File: src/rtl/nxn_game_pkg.sv
// Shared types and constants for the N x N board game controller.
package nxn_game_pkg;

    typedef enum logic [1:0] {
        EMPTY  = 2'b00,
        CELL_X = 2'b01,
        CELL_O = 2'b10
    } cell_t;

    typedef enum logic [1:0] {
        WAIT  = 2'b00,
        CHECK = 2'b01,
        OVER  = 2'b10
    } state_t;

    localparam int NUM_DIRS = 4;

    // Row/column step per direction: horizontal, vertical, diagonal, anti-diagonal.
    localparam int DIR_DR [NUM_DIRS] = '{0, 1, 1, 1};
    localparam int DIR_DC [NUM_DIRS] = '{1, 0, 1, -1};

    function automatic cell_t player_cell(input logic player);
        return player ? CELL_O : CELL_X;
    endfunction

endpackage

File: src/rtl/run_checker.sv
// Counts the same-symbol run through the last placed cell along one direction.
module run_checker
    import nxn_game_pkg::*;
#(
    parameter int BOARD_N = 3,
    parameter int WIN_K   = 3,
    localparam int IDX_W  = $clog2(BOARD_N),
    localparam int CELLS  = BOARD_N * BOARD_N,
    localparam int CIDX_W = $clog2(CELLS),
    localparam int LEN_W  = $clog2(2 * WIN_K)
) (
    input  logic [2*CELLS-1:0] board,
    input  logic [IDX_W-1:0]   last_row,
    input  logic [IDX_W-1:0]   last_col,
    input  logic [1:0]         symbol,
    input  logic [1:0]         dir,
    output logic [LEN_W-1:0]   run_len,
    output logic [CELLS-1:0]   run_mask
);

    always_comb begin
        int dr, dc, sgn, r, c, idx;
        logic on_board, extend;
        dr       = DIR_DR[dir];
        dc       = DIR_DC[dir];
        sgn      = 1;
        r        = 0;
        c        = 0;
        idx      = 0;
        on_board = 1'b0;
        extend   = 1'b0;
        run_len  = LEN_W'(1);
        run_mask = '0;
        run_mask[CIDX_W'(int'(last_row) * BOARD_N + int'(last_col))] = 1'b1;
        // Walk outward on each side and stop at the first foreign cell or board edge.
        for (int side = 0; side < 2; side++) begin
            sgn    = (side == 0) ? 1 : -1;
            extend = 1'b1;
            for (int s = 1; s < WIN_K; s++) begin
                r        = int'(last_row) + sgn * s * dr;
                c        = int'(last_col) + sgn * s * dc;
                on_board = (r >= 0) && (r < BOARD_N) && (c >= 0) && (c < BOARD_N);
                idx      = on_board ? (r * BOARD_N + c) : 0;
                if (extend && on_board && (board[{CIDX_W'(idx), 1'b0} +: 2] == symbol)) begin
                    run_len = run_len + 1'b1;
                    run_mask[CIDX_W'(idx)] = 1'b1;
                end else begin
                    extend = 1'b0;
                end
            end
        end
    end

endmodule

File: src/rtl/nxn_board_game.sv
// N x N K-in-a-row game controller: board registers, move handshake, turn timer
// and incremental win/draw detection around the last placed cell.
module nxn_board_game
    import nxn_game_pkg::*;
#(
    parameter int BOARD_N        = 3,
    parameter int WIN_K          = 3,
    parameter int TIMEOUT_CYCLES = 0,
    localparam int IDX_W = $clog2(BOARD_N),
    localparam int CELLS = BOARD_N * BOARD_N,
    localparam int CNT_W = $clog2(CELLS + 1)
) (
    input  logic               clk,
    input  logic               rst,
    input  logic               new_game,
    input  logic               move_valid,
    output logic               move_ready,
    input  logic               move_player,
    input  logic [IDX_W-1:0]   move_row,
    input  logic [IDX_W-1:0]   move_col,
    output logic [2*CELLS-1:0] board,
    output logic               turn,
    output logic               illegal_move,
    output logic               timeout_pulse,
    output logic               game_over,
    output logic [1:0]         winner,
    output logic               draw,
    output logic [CELLS-1:0]   win_mask,
    output logic [CNT_W-1:0]   move_count
);

    localparam int CIDX_W = $clog2(CELLS);
    localparam int LEN_W  = $clog2(2 * WIN_K);
    localparam int TMR_W  = (TIMEOUT_CYCLES > 2) ? $clog2(TIMEOUT_CYCLES) : 1;
    localparam logic [TMR_W-1:0] TMR_LOAD = TMR_W'((TIMEOUT_CYCLES > 0) ? TIMEOUT_CYCLES - 1 : 0);

    state_t            state;
    logic [IDX_W-1:0]  last_row, last_col;
    logic [TMR_W-1:0]  tmr;
    logic              accept, in_range, legal, win;
    logic [CIDX_W-1:0] move_idx;
    logic [1:0]        turn_sym;
    logic [CELLS-1:0]  win_acc;
    logic [LEN_W-1:0]  run_len  [NUM_DIRS];
    logic [CELLS-1:0]  run_mask [NUM_DIRS];

    assign move_ready = (state == WAIT);
    assign accept     = move_valid && move_ready && !new_game;
    assign in_range   = (int'(move_row) < BOARD_N) && (int'(move_col) < BOARD_N);
    assign move_idx   = in_range ? CIDX_W'(int'(move_row) * BOARD_N + int'(move_col)) : '0;
    assign legal      = (move_player == turn) && in_range && (board[{move_idx, 1'b0} +: 2] == EMPTY);
    assign turn_sym   = player_cell(turn);

    for (genvar d = 0; d < NUM_DIRS; d++) begin : g_dir
        run_checker #(.BOARD_N(BOARD_N), .WIN_K(WIN_K)) u_run (
            .board    (board),
            .last_row (last_row),
            .last_col (last_col),
            .symbol   (turn_sym),
            .dir      (2'(d)),
            .run_len  (run_len[d]),
            .run_mask (run_mask[d])
        );
    end

    always_comb begin
        win     = 1'b0;
        win_acc = '0;
        for (int d = 0; d < NUM_DIRS; d++) begin
            if (int'(run_len[d]) >= WIN_K) begin
                win     = 1'b1;
                win_acc = win_acc | run_mask[d];
            end
        end
    end

    always_ff @(posedge clk or negedge rst) begin
        if (!rst) begin
            state         <= WAIT;
            board         <= '0;
            turn          <= 1'b0;
            illegal_move  <= 1'b0;
            timeout_pulse <= 1'b0;
            game_over     <= 1'b0;
            winner        <= 2'b00;
            draw          <= 1'b0;
            win_mask      <= '0;
            move_count    <= '0;
            last_row      <= '0;
            last_col      <= '0;
            tmr           <= TMR_LOAD;
        end else if (new_game) begin
            state         <= WAIT;
            board         <= '0;
            turn          <= 1'b0;
            illegal_move  <= 1'b0;
            timeout_pulse <= 1'b0;
            game_over     <= 1'b0;
            winner        <= 2'b00;
            draw          <= 1'b0;
            win_mask      <= '0;
            move_count    <= '0;
            last_row      <= '0;
            last_col      <= '0;
            tmr           <= TMR_LOAD;
        end else begin
            illegal_move  <= 1'b0;
            timeout_pulse <= 1'b0;
            case (state)
                WAIT: begin
                    if (accept && legal) begin
                        board[{move_idx, 1'b0} +: 2] <= turn_sym;
                        move_count <= (move_count == CNT_W'(CELLS)) ? move_count : move_count + 1'b1;
                        last_row   <= move_row;
                        last_col   <= move_col;
                        tmr        <= TMR_LOAD;
                        state      <= CHECK;
                    end else begin
                        illegal_move <= accept;
                        // A legal move in the expiry cycle takes the branch above instead.
                        if (TIMEOUT_CYCLES > 0) begin
                            if (tmr == '0) begin
                                timeout_pulse <= 1'b1;
                                turn          <= ~turn;
                                tmr           <= TMR_LOAD;
                            end else begin
                                tmr <= tmr - 1'b1;
                            end
                        end
                    end
                end
                CHECK: begin
                    if (win) begin
                        winner    <= turn_sym;
                        win_mask  <= win_acc;
                        game_over <= 1'b1;
                        state     <= OVER;
                    end else if (move_count == CNT_W'(CELLS)) begin
                        draw      <= 1'b1;
                        game_over <= 1'b1;
                        state     <= OVER;
                    end else begin
                        turn  <= ~turn;
                        state <= WAIT;
                    end
                end
                OVER:    state <= OVER;
                default: state <= WAIT;
            endcase
        end
    end

endmodule

File: config.mk
export PLATFORM = sky130hd
export DESIGN_NAME = nxn_board_game
export DESIGN_NICKNAME = d
export VERILOG_FILES = /design/src/rtl/nxn_game_pkg.sv /design/src/rtl/run_checker.sv /design/src/rtl/nxn_board_game.sv
export SDC_FILE = /design/constraint.sdc
export NUM_CORES = 1
export LEC_CHECK = 0
export CORE_MARGIN = 2
export CORE_UTILIZATION = 30
export CTS_BUF_LIST = sky130_fd_sc_hd__clkbuf_8
export DETAILED_ROUTE_END_ITERATION = 8
export GPL_ROUTABILITY_DRIVEN = 1
export SLEW_MARGIN = 20
export SYNTH_ARGS = -nofsm -noshare
export SYNTH_HDL_FRONTEND = slang
export SYNTH_HIERARCHICAL = 1
export SYNTH_SLANG_ARGS = --single-unit
File: constraint.sdc
create_clock -name clk -period 6.6 [get_ports clk]
set_input_delay 0.99 -clock clk [delete_from_list [all_inputs] [get_ports clk]]
set_output_delay 0.99 -clock clk [all_outputs]
set_load 0.01 [all_outputs]
Word-level counts from Yosys, hierarchy flattened

Cells that the tools add are included.

Output and inout bits: 39
Input bits: 9
Logic and storage cells: 417
Bits in registers: 43

Eq/ne operators: 23
$mul: 6
Order comparisons: 60
Reduce and logical (&&, ||, !) cells: 99
Add/sub/neg operators: 40
Bitwise logic cells: 20
Multiplexer cells: 139
Shift-type cells: 19

Operators with widths:

| operator                                                     | count |
|---|---|
| variable part select 18 x 6 -> 2 bit                         | 17 |
| two-way mux 9 bit                                            | 23 |
| OR 9 bit                                                     | 19 |
| >= comparator 32 x 1 -> 1 bit (second input constant)        | 5 |
| less-than comparator 32 x 3 -> 1 bit (second input constant) | 5 |
| less-than comparator 4 x 6 -> 1 bit (second input constant)  | 17 |
| logical AND 1 bit                                            | 84 |
| two-way mux 4 bit                                            | 21 |
| >= comparator 4 x 1 -> 1 bit (second input constant)         | 20 |
| demux 1 bit (select 4 bit)                                   | 17 |
| two-way mux 18 bit                                           | 3 |
| adder 4 bit                                                  | 12 |
| two-way mux 1 bit                                            | 43 |
| adder 3 x 1 -> 3 bit (second input constant)                 | 12 |
| two-way mux 2 bit                                            | 18 |
| two-way mux 3 bit                                            | 12 |
| == test 2 bit                                                | 16 |
| multiplier 32 x 3 -> 4 bit (second input constant)           | 1 |
| bitwise mux 18 bit                                           | 1 |
| variable shift 2 x 7 -> 18 bit (first input constant)        | 1 |
| variable part select 2 x 7 -> 18 bit                         | 1 |
| adder 4 x 3 -> 4 bit                                         | 4 |
| >= comparator 3 x 2 -> 1 bit (second input constant)         | 4 |
| less-than comparator 4 x 3 -> 1 bit (second input constant)  | 3 |
| other kinds (26)                                             | 47 |

Depth between registers and ports, before layout

Gate-level depths: netlist of the first run.

Word-level depth: 27
Mapped depth: 30
Gate-level depth less buffers: 26

By module

The synthesis of the first run kept the hierarchy.

By module, submodules not included:

| module                            | area each (sq um) | seq. area each (sq um) | cells each | instances |
|---|---|---|---|---|
| run_checker at g_dir[1].u_run ... | 2987.9            | 0.0                    | 355        | 2 |
| run_checker at g_dir[0].u_run     | 2930.3            | 0.0                    | 364        | 1 |
| run_checker at g_dir[3].u_run     | 2840.2            | 0.0                    | 341        | 1 |
| nxn_board_game                    | 2636.3            | 1076.0                 | 281        | 1 |

Worst setup path before layout of the first run

Ideal clock, no wire load.

Path kind: reg-to-reg
Start point: reg last_row[1]
End point: reg winner[0]
Path slack: -0.395 ns
Arrival: 6.863 ns
Data required time: 6.468 ns
Library setup time: 0.132 ns
Clock period less this slack: 6.995 ns
Path buffers: 2
Stages on the path, launching flop included: 24
Cells stage by stage: dfrtp_1 inv_1 ha_1 inv_1 ha_1 inv_1 fa_1 fa_1 xnor3_2 a221oi_4 nor2_1 or3_1 or4_4 a211o_2 fa_1 o31ai_1 mux2i_1 a21o_1 clkbuf_1 nor4_1 nor2_1 clkbuf_1 mux2i_1 nor2_1

RTL lines:

| item                   | line                  | text |
|---|---|---|
| from (decl)            | nxn_board_game.sv:38  | `logic [IDX_W-1:0] last_row, last_col;` |
| from (signal assigned) | nxn_board_game.sv:114 | `last_row <= move_row;` |
| to (signal assigned)   | nxn_board_game.sv:134 | `winner <= turn_sym;` |
| to (decl)              | nxn_board_game.sv:26  | `output logic [1:0] winner,` |

==> results.tsv, run 1 <==
metric	value	unit
p_leak	6.558	nW
final_cell_area	16170	µm²
yosysWarnings	6	
clock.fmax	156.3	MHz
fin_util	34.02	%
avgRoutedWirePerCell	19.16	µm
final_cells	2409	
hold_violations	0	
crit_family	adder cells	
min_period	6.398	ns
clkTransAtPathRegs	0.10	ns
startpoint_type	flop	
async_flop_share	100.0	%
setup_ws	0.2024	ns
synth.avg_cell_area	8.480	µm²
syn_area	14380	µm²
cp_max_fo	12	
die_area	49710	µm²
synth.yosys.seq_area_share	7.482	%
vias	13340	
synth_top_area_share	21.40	%
p_per_area	154.8	nW/µm²
area_growth	12.46	%
antenna_left	0	
core	47550	µm²
multi_input_area	12280	µm²
cpMostUsedCell	ha_1	
place_inst	2394	
drc	0	
status	finished clean	
synth_top_area_cell	ha_1	
grt_max_degree	49	
num_io_pins	48	
htreeDepth	2	
max-cap-violations	0	
fin_crit_sh	96.93	%
relSlewSlack	30.64	%
drv_slew	0	
gr-total-overflow	0	
synthCells	1696	
antenna_found_initial	1	
vdd_drop_max	0.07771	mV
grt_pass1_wl	72130	µm
synth.distinct_cells	107	
worstSetupPathType	reg2reg	
pre_cts_slack	-0.1632	ns
setup_violations	0	
placed_area	15900	µm²
grt_use_total	18.18	%
crit_buf_inv	4	
cts_sinks	43	
clock_path_buffers	2	
ys.flop_type	dfrtp_1	
drt_iter0_drc	1011	
ctsHoldBuffers	0	
portBuffers	46	
ys_top_cells_by_count	ha_1, inv_1, nor2_1	
cp.arrival	6.57	ns
synth_seq_cells	43	
hold_slack	0.5342	ns
worstMarginPinSlew	1.014	ns
synth_most_common_cell	ha_1	
drive_gt1_share	12.27	%
routed_wl	46160	µm
core.rowCount	80	
cts-root-buf	clkbuf_8	
fin_worst_skew	0.01850	ns
cts_buffers	5	
start_util	30.25	%
worstPathCellList	buf_12, buf_12, inv_1, ha_1, ha_1, ha_1, ha_1, inv_1, fa_1, xnor2_2, xnor2_2, o311ai_1, a22o_2, or4_4, a211o_4, fa_1, o31ai_2, mux2i_1, a21o_1, or4_4, nor3_2, xnor2_1, nor2_1	
dieWidth	223.0	µm
finalPower	2.503	mW
slowest_delay	0.57	ns
crit_slowest_cell	or4_4	
drtPass1Iterations	5	
cts_tree	yes	
grt_pass1_vias	13130	
via_per_inst	5.539	
gp_congestion	0.9128	
ys_top_cells_by_area	ha_1, fa_1, dfrtp_1, inv_1, mux2i_1	
dp_hpwl	36480	µm
critPathRequiredTime	6.77	ns
dieHeight	223.0	µm
tns	0	ns
nets	2109	
insertion_delay	0.31	ns
endpoint_kind	flop	
fillers	4917	
hold_class	reg2reg	
final-seq-area	1081	µm²
synth-edff-count	0	
cell type report:
| type | instances | area share, % |
|---|---|---|
| diodes | 1 | 0.01547 |
| multi-input cells | 1401 | 75.93 |
| clock inverters | 3 | 0.1470 |
| well taps | 615 | 4.757 |
| flip-flops and latches | 43 | 6.684 |
| clock buffers | 5 | 0.4255 |
| inverters | 208 | 4.889 |
| repair buffers | 133 | 7.148 |
routing by layer:
metal	wire, µm	global-route usage (%)
met4	1948	6.841
met2	21680	31.07
met3	2532	1.699
met1	20000	23.72
met5	0	0
final timing paths:
kind / start / end / slack (ns) / cells past startpoint
setup / recovery: last_col[1] / turn / 0.20 / 23
hold / removal: game_over / game_over / 0.53 / 2
setup reg to reg: last_col[1] / turn / 0.20 / 23
hold reg to reg: game_over / game_over / 0.53 / 2
max in group asynchronous: rst / last_row[1] / 5.48 / 1
min in group asynchronous: rst / move_count[3] / 0.68 / 1
tightest hold or removal path, delay by kind of cell (launching register included):
family / cells / cell delay, ns
flops: 1 / 0.39
compound gates: 1 / 0.05
buf+inv: 1 / 0.06
registers in the layout, indices dropped and copies added, names as in the netlist:
signal / flops
last_row: 2
board: 18
game_over: 1
winner: 2
turn: 1
illegal_move: 1
last_col: 2
win_mask: 9
move_count: 4
draw: 1
state: 2
power breakdown:
| part | leakage, nW | total (mW) | switching (mW) | internal [mW] |
|---|---|---|---|---|
| Combinational | 5.92 | 2.05 | 1.22 | 0.827 |
| Sequential | 0.595 | 0.272 | 0.00536 | 0.267 |
| Clock | 0.0408 | 0.184 | 0.108 | 0.0759 |
| Total | 6.56 | 2.50 | 1.33 | 1.17 |
cell families (layout without fill, tap and decap cells):
kind of cell	after synthesis	after routing	synth area share [%]
XOR/XNOR	68	68	4.454
AND/OR/NAND/NOR	520	520	20.79
flip-flops	43	43	7.481
other	6	32	0.1566
multiplexers	95	95	8.647
adder cells (fa/ha/maj)	308	308	30.03
AO/OA/AOI/OAI	379	379	19.91
buffers and inverters	277	349	8.525
what timing repair did:
action / in CTS / in global routing
pin swaps: 0 / 10
setup endpoints to repair: 11 / 15
buffers inserted: 0 / 6
gates resized for setup: 1 / 23
gates cloned: 0 / 0
layout by cell type, fill, tap and decap left out, drive strengths merged, types with 9 or more instances in the layout:
cell	count
fa	62
a211o	10
nand3b	9
ha	246
nor3	47
or3	25
inv	207
mux4	22
nand2	76
nand4	19
a21oi	49
a311oi	11
mux2i	65
nor2	97
o211ai	37
dfrtp	43
a2111oi	10
nor3b	18
a211oi	20
a31oi	17
nand3	28
o21a	11
a32oi	12
buf	88
o21ai	75
nand2b	53
and3	12
a21o	10
conb	31
xor2	18
or2	18
clkdlybuf4s50	45
xnor2	48
nor2b	25
nor4b	9
nor4	14
and2	26
or4	11
a22oi	25
Note: power is estimated with default switching activity, not from simulation.
==> run 2: changes to the inputs <==
--- a/config.mk
+++ b/config.mk
@@ -10,6 +10,7 @@
 export CTS_BUF_LIST = sky130_fd_sc_hd__clkbuf_8
 export DETAILED_ROUTE_END_ITERATION = 8
 export GPL_ROUTABILITY_DRIVEN = 1
+export SKIP_LAST_GASP = 1
 export SLEW_MARGIN = 20
 export SYNTH_ARGS = -nofsm -noshare
 export SYNTH_HDL_FRONTEND = slang
==> results of run 2 <==
No change in the layout: final DEF, timing and power equal those of run 1.
==> run 3: changes to the inputs <==
--- a/config.mk
+++ b/config.mk
@@ -6,7 +6,7 @@
 export NUM_CORES = 1
 export LEC_CHECK = 0
 export CORE_MARGIN = 2
-export CORE_UTILIZATION = 30
+export CORE_UTILIZATION = 35
 export CTS_BUF_LIST = sky130_fd_sc_hd__clkbuf_8
 export DETAILED_ROUTE_END_ITERATION = 8
 export GPL_ROUTABILITY_DRIVEN = 1
==> run 3 against run 2 <==
Net effect: routed wire length rose by 0.58%; first-iteration DRC count increased by 3.6%; critical path depth grew 1; setup slack improved by 0.011 ns; largest power group unchanged.
==> results.tsv, run 3 (synthesis gave the netlist of run 1 again) <==
metric	value	unit	change
vdd_drop_max	0.07701	mV	-0.90%
top_regs	board: 18 flops, win_mask: 9 flops, move_count: 4 flops		
worstMarginPinSlew	1.105	ns	+0.09045 ns
worstPathCellList	buf_4, inv_2, ha_1, fa_1, inv_1, ha_1, ha_1, inv_1, fa_1, xnor2_1, xnor2_2, o311ai_1, a22o_2, or4_4, a211o_2, fa_1, o31ai_2, mux2i_1, a21o_1, buf_4, or4_4, nor3_2, xnor2_1, nor2_1		
fin_worst_skew	0.009905	ns	-0.008593 ns
via_per_inst	5.704		+3.0%
die_area	42730	µm²	-14%
gr-total-overflow	0		unchanged
clkTransAtPathRegs	0.10	ns	about the same
largest_reg_flops	18		unchanged
holdPathStages	2		unchanged
drive_gt1_share	12.63	%	+0.36 points
hold_violations	0		unchanged
p_comb_share	81.6	%	-0.2 points
insertion_delay	0.31	ns	about the same
num_io_pins	48		unchanged
final_cell_area	16080	µm²	-0.61%
max-cap-violations	0		unchanged
drt_iter0_drc	1047		+3.6%
p_switching	1.324	mW	-0.73%
p_clk_share	7.5	%	+0.2 points
cts_buffers	5		unchanged
p_per_area	154.6	nW/µm²	-0.11%
cp_max_fo	10		-2
dieWidth	206.7	µm	-7.3%
antenna_left	0		unchanged
grt_max_degree	49		unchanged
gp_congestion	0.9472		+3.8%
dp_hpwl	35840	µm	-1.8%
core.rowCount	74		-7.5%
final_cell_mix	ha_1, inv_1, nor2_1		
antenna_found_initial	1		unchanged
status	finished clean		
routed_wl	46430	µm	+0.58%
startpoint_type	flop		
nets	2105		-0.19%
p_leak	6.557	nW	about the same
core	40740	µm²	-14%
relSlewSlack	26.36	%	-4.3 points
fin_crit_sh	96.77	%	-0.16 points
finalPower	2.485	mW	-0.72%
setup_ws	0.2131	ns	+0.01078 ns
grt_pass1_vias	13260		+0.95%
dieHeight	206.7	µm	-7.3%
clock.fmax	156.6	MHz	+0.17%
setup_violations	0		unchanged
internal_power	1.161	mW	-0.71%
crit_slowest_cell	or4_4		
drc	0		unchanged
tns	0	ns	unchanged
pre_cts_slack	-0.3109	ns	-0.1477 ns
cp.arrival	6.58	ns	about the same
endpoint_kind	flop		
avgRoutedWirePerCell	20.00	µm	+4.3%
area_growth	11.77	%	
fillers	4188		-15%
cts-root-buf	clkbuf_8		
clock_path_buffers	2		unchanged
critPathRequiredTime	6.79	ns	+0.02 ns
drtPass1Iterations	6		+1
hold_class	reg2reg		
switching_share	53.28	%	about the same
seqPwrFrac	11.0	%	about the same
start_util	35.30	%	+5.1 points
cts_tree	yes		
grt_use_total	21.80	%	+3.6 points
slowest_delay	0.56	ns	about the same
htreeDepth	2		unchanged
final_common_cell	ha_1		
rr_worst_depth	24		+4.3%
drv_slew	0		unchanged
grt_pass1_wl	73150	µm	+1.4%
cts_sinks	43		unchanged
final_cells	2322		-3.6%
placed_area	15760	µm²	-0.84%
registers.top_by_ff_count	board		
vias	13240		-0.74%
min_period	6.387	ns	-0.01078 ns
portBuffers	46		unchanged
place_inst	2307		-3.6%
worstSetupPathType	reg2reg		
## run 3: worst max-delay path, delay by kind of cell (launching register included)
kind            cells  cell delay, ns
fa+ha+maj           6            1.97
compound gates      5            1.30
simple gates        4            1.27
xor+xnor            3            0.59
buf+inv             5            0.56
flops               1            0.47
mux                 1            0.12
## run 3: final cells by class
class | instances | area, µm² | share of cell area [%]
Antenna cell | 1 | 2.502 | 0.01557
Sequential cell | 43 | 1082 | 6.733
Clock buffer | 5 | 68.82 | 0.4281
Timing Repair Buffer | 129 | 1117 | 6.950
Tap cell | 532 | 665.6 | 4.141
Multi-Input combinational cell | 1401 | 12320 | 76.67
Clock inverter | 3 | 23.77 | 0.1479
Inverter | 208 | 790.8 | 4.919
## run 3: layer usage
| layer | wire length [µm] | vias to the layer above | GRT usage, % |
|---|---|---|---|
| li1 | - | 6258 | - |
| met1 | 19720 | 6379 | 28.04 |
| met2 | 21900 | 473 | 37.26 |
| met3 | 2663 | 134 | 2.135 |
| met4 | 2152 | 0 | 9.271 |
| met5 | 0 | - | 0 |
## run 3: worst paths after layout
check	from	end	slack [ns]
worst max-delay path	last_row[0]	turn	0.21
worst min-delay path	draw	draw	0.51
worst max register to register	last_row[0]	turn	0.21
worst min register to register	draw	draw	0.51
max in group asynchronous	rst	last_row[1]	5.48
min in group asynchronous	rst	move_count[1]	0.67
## run 3: power by group through the flow
stage / Clock (mW) / Combinational [mW] / Sequential, mW
after floorplan: 0 / 1.50 / 0.285
after global placement: 0 / 1.91 / 0.277
after detailed placement: 0 / 1.94 / 0.277
after CTS: 0.185 / 1.95 / 0.272
after global routing: 0.195 / 2.26 / 0.272
final: 0.186 / 2.03 / 0.272
## run 3: stage by stage
stage / util (%) / hold slack, ns
after floorplan: - / 0.5288
after global placement: 38.69 / 0.4827
after detailed placement: 38.69 / 0.4948
after CTS: 38.93 / 0.5167
after global routing: 39.45 / 0.5451
final: 39.46 / 0.5116
## run 3: timing repair
item / CTS / global route
hold buffers: 0 / 0
resized for setup: 2 / 36
setup buffers: 0 / 6
pin swaps: 0 / 8
endpoints found under the setup margin: 14 / 15
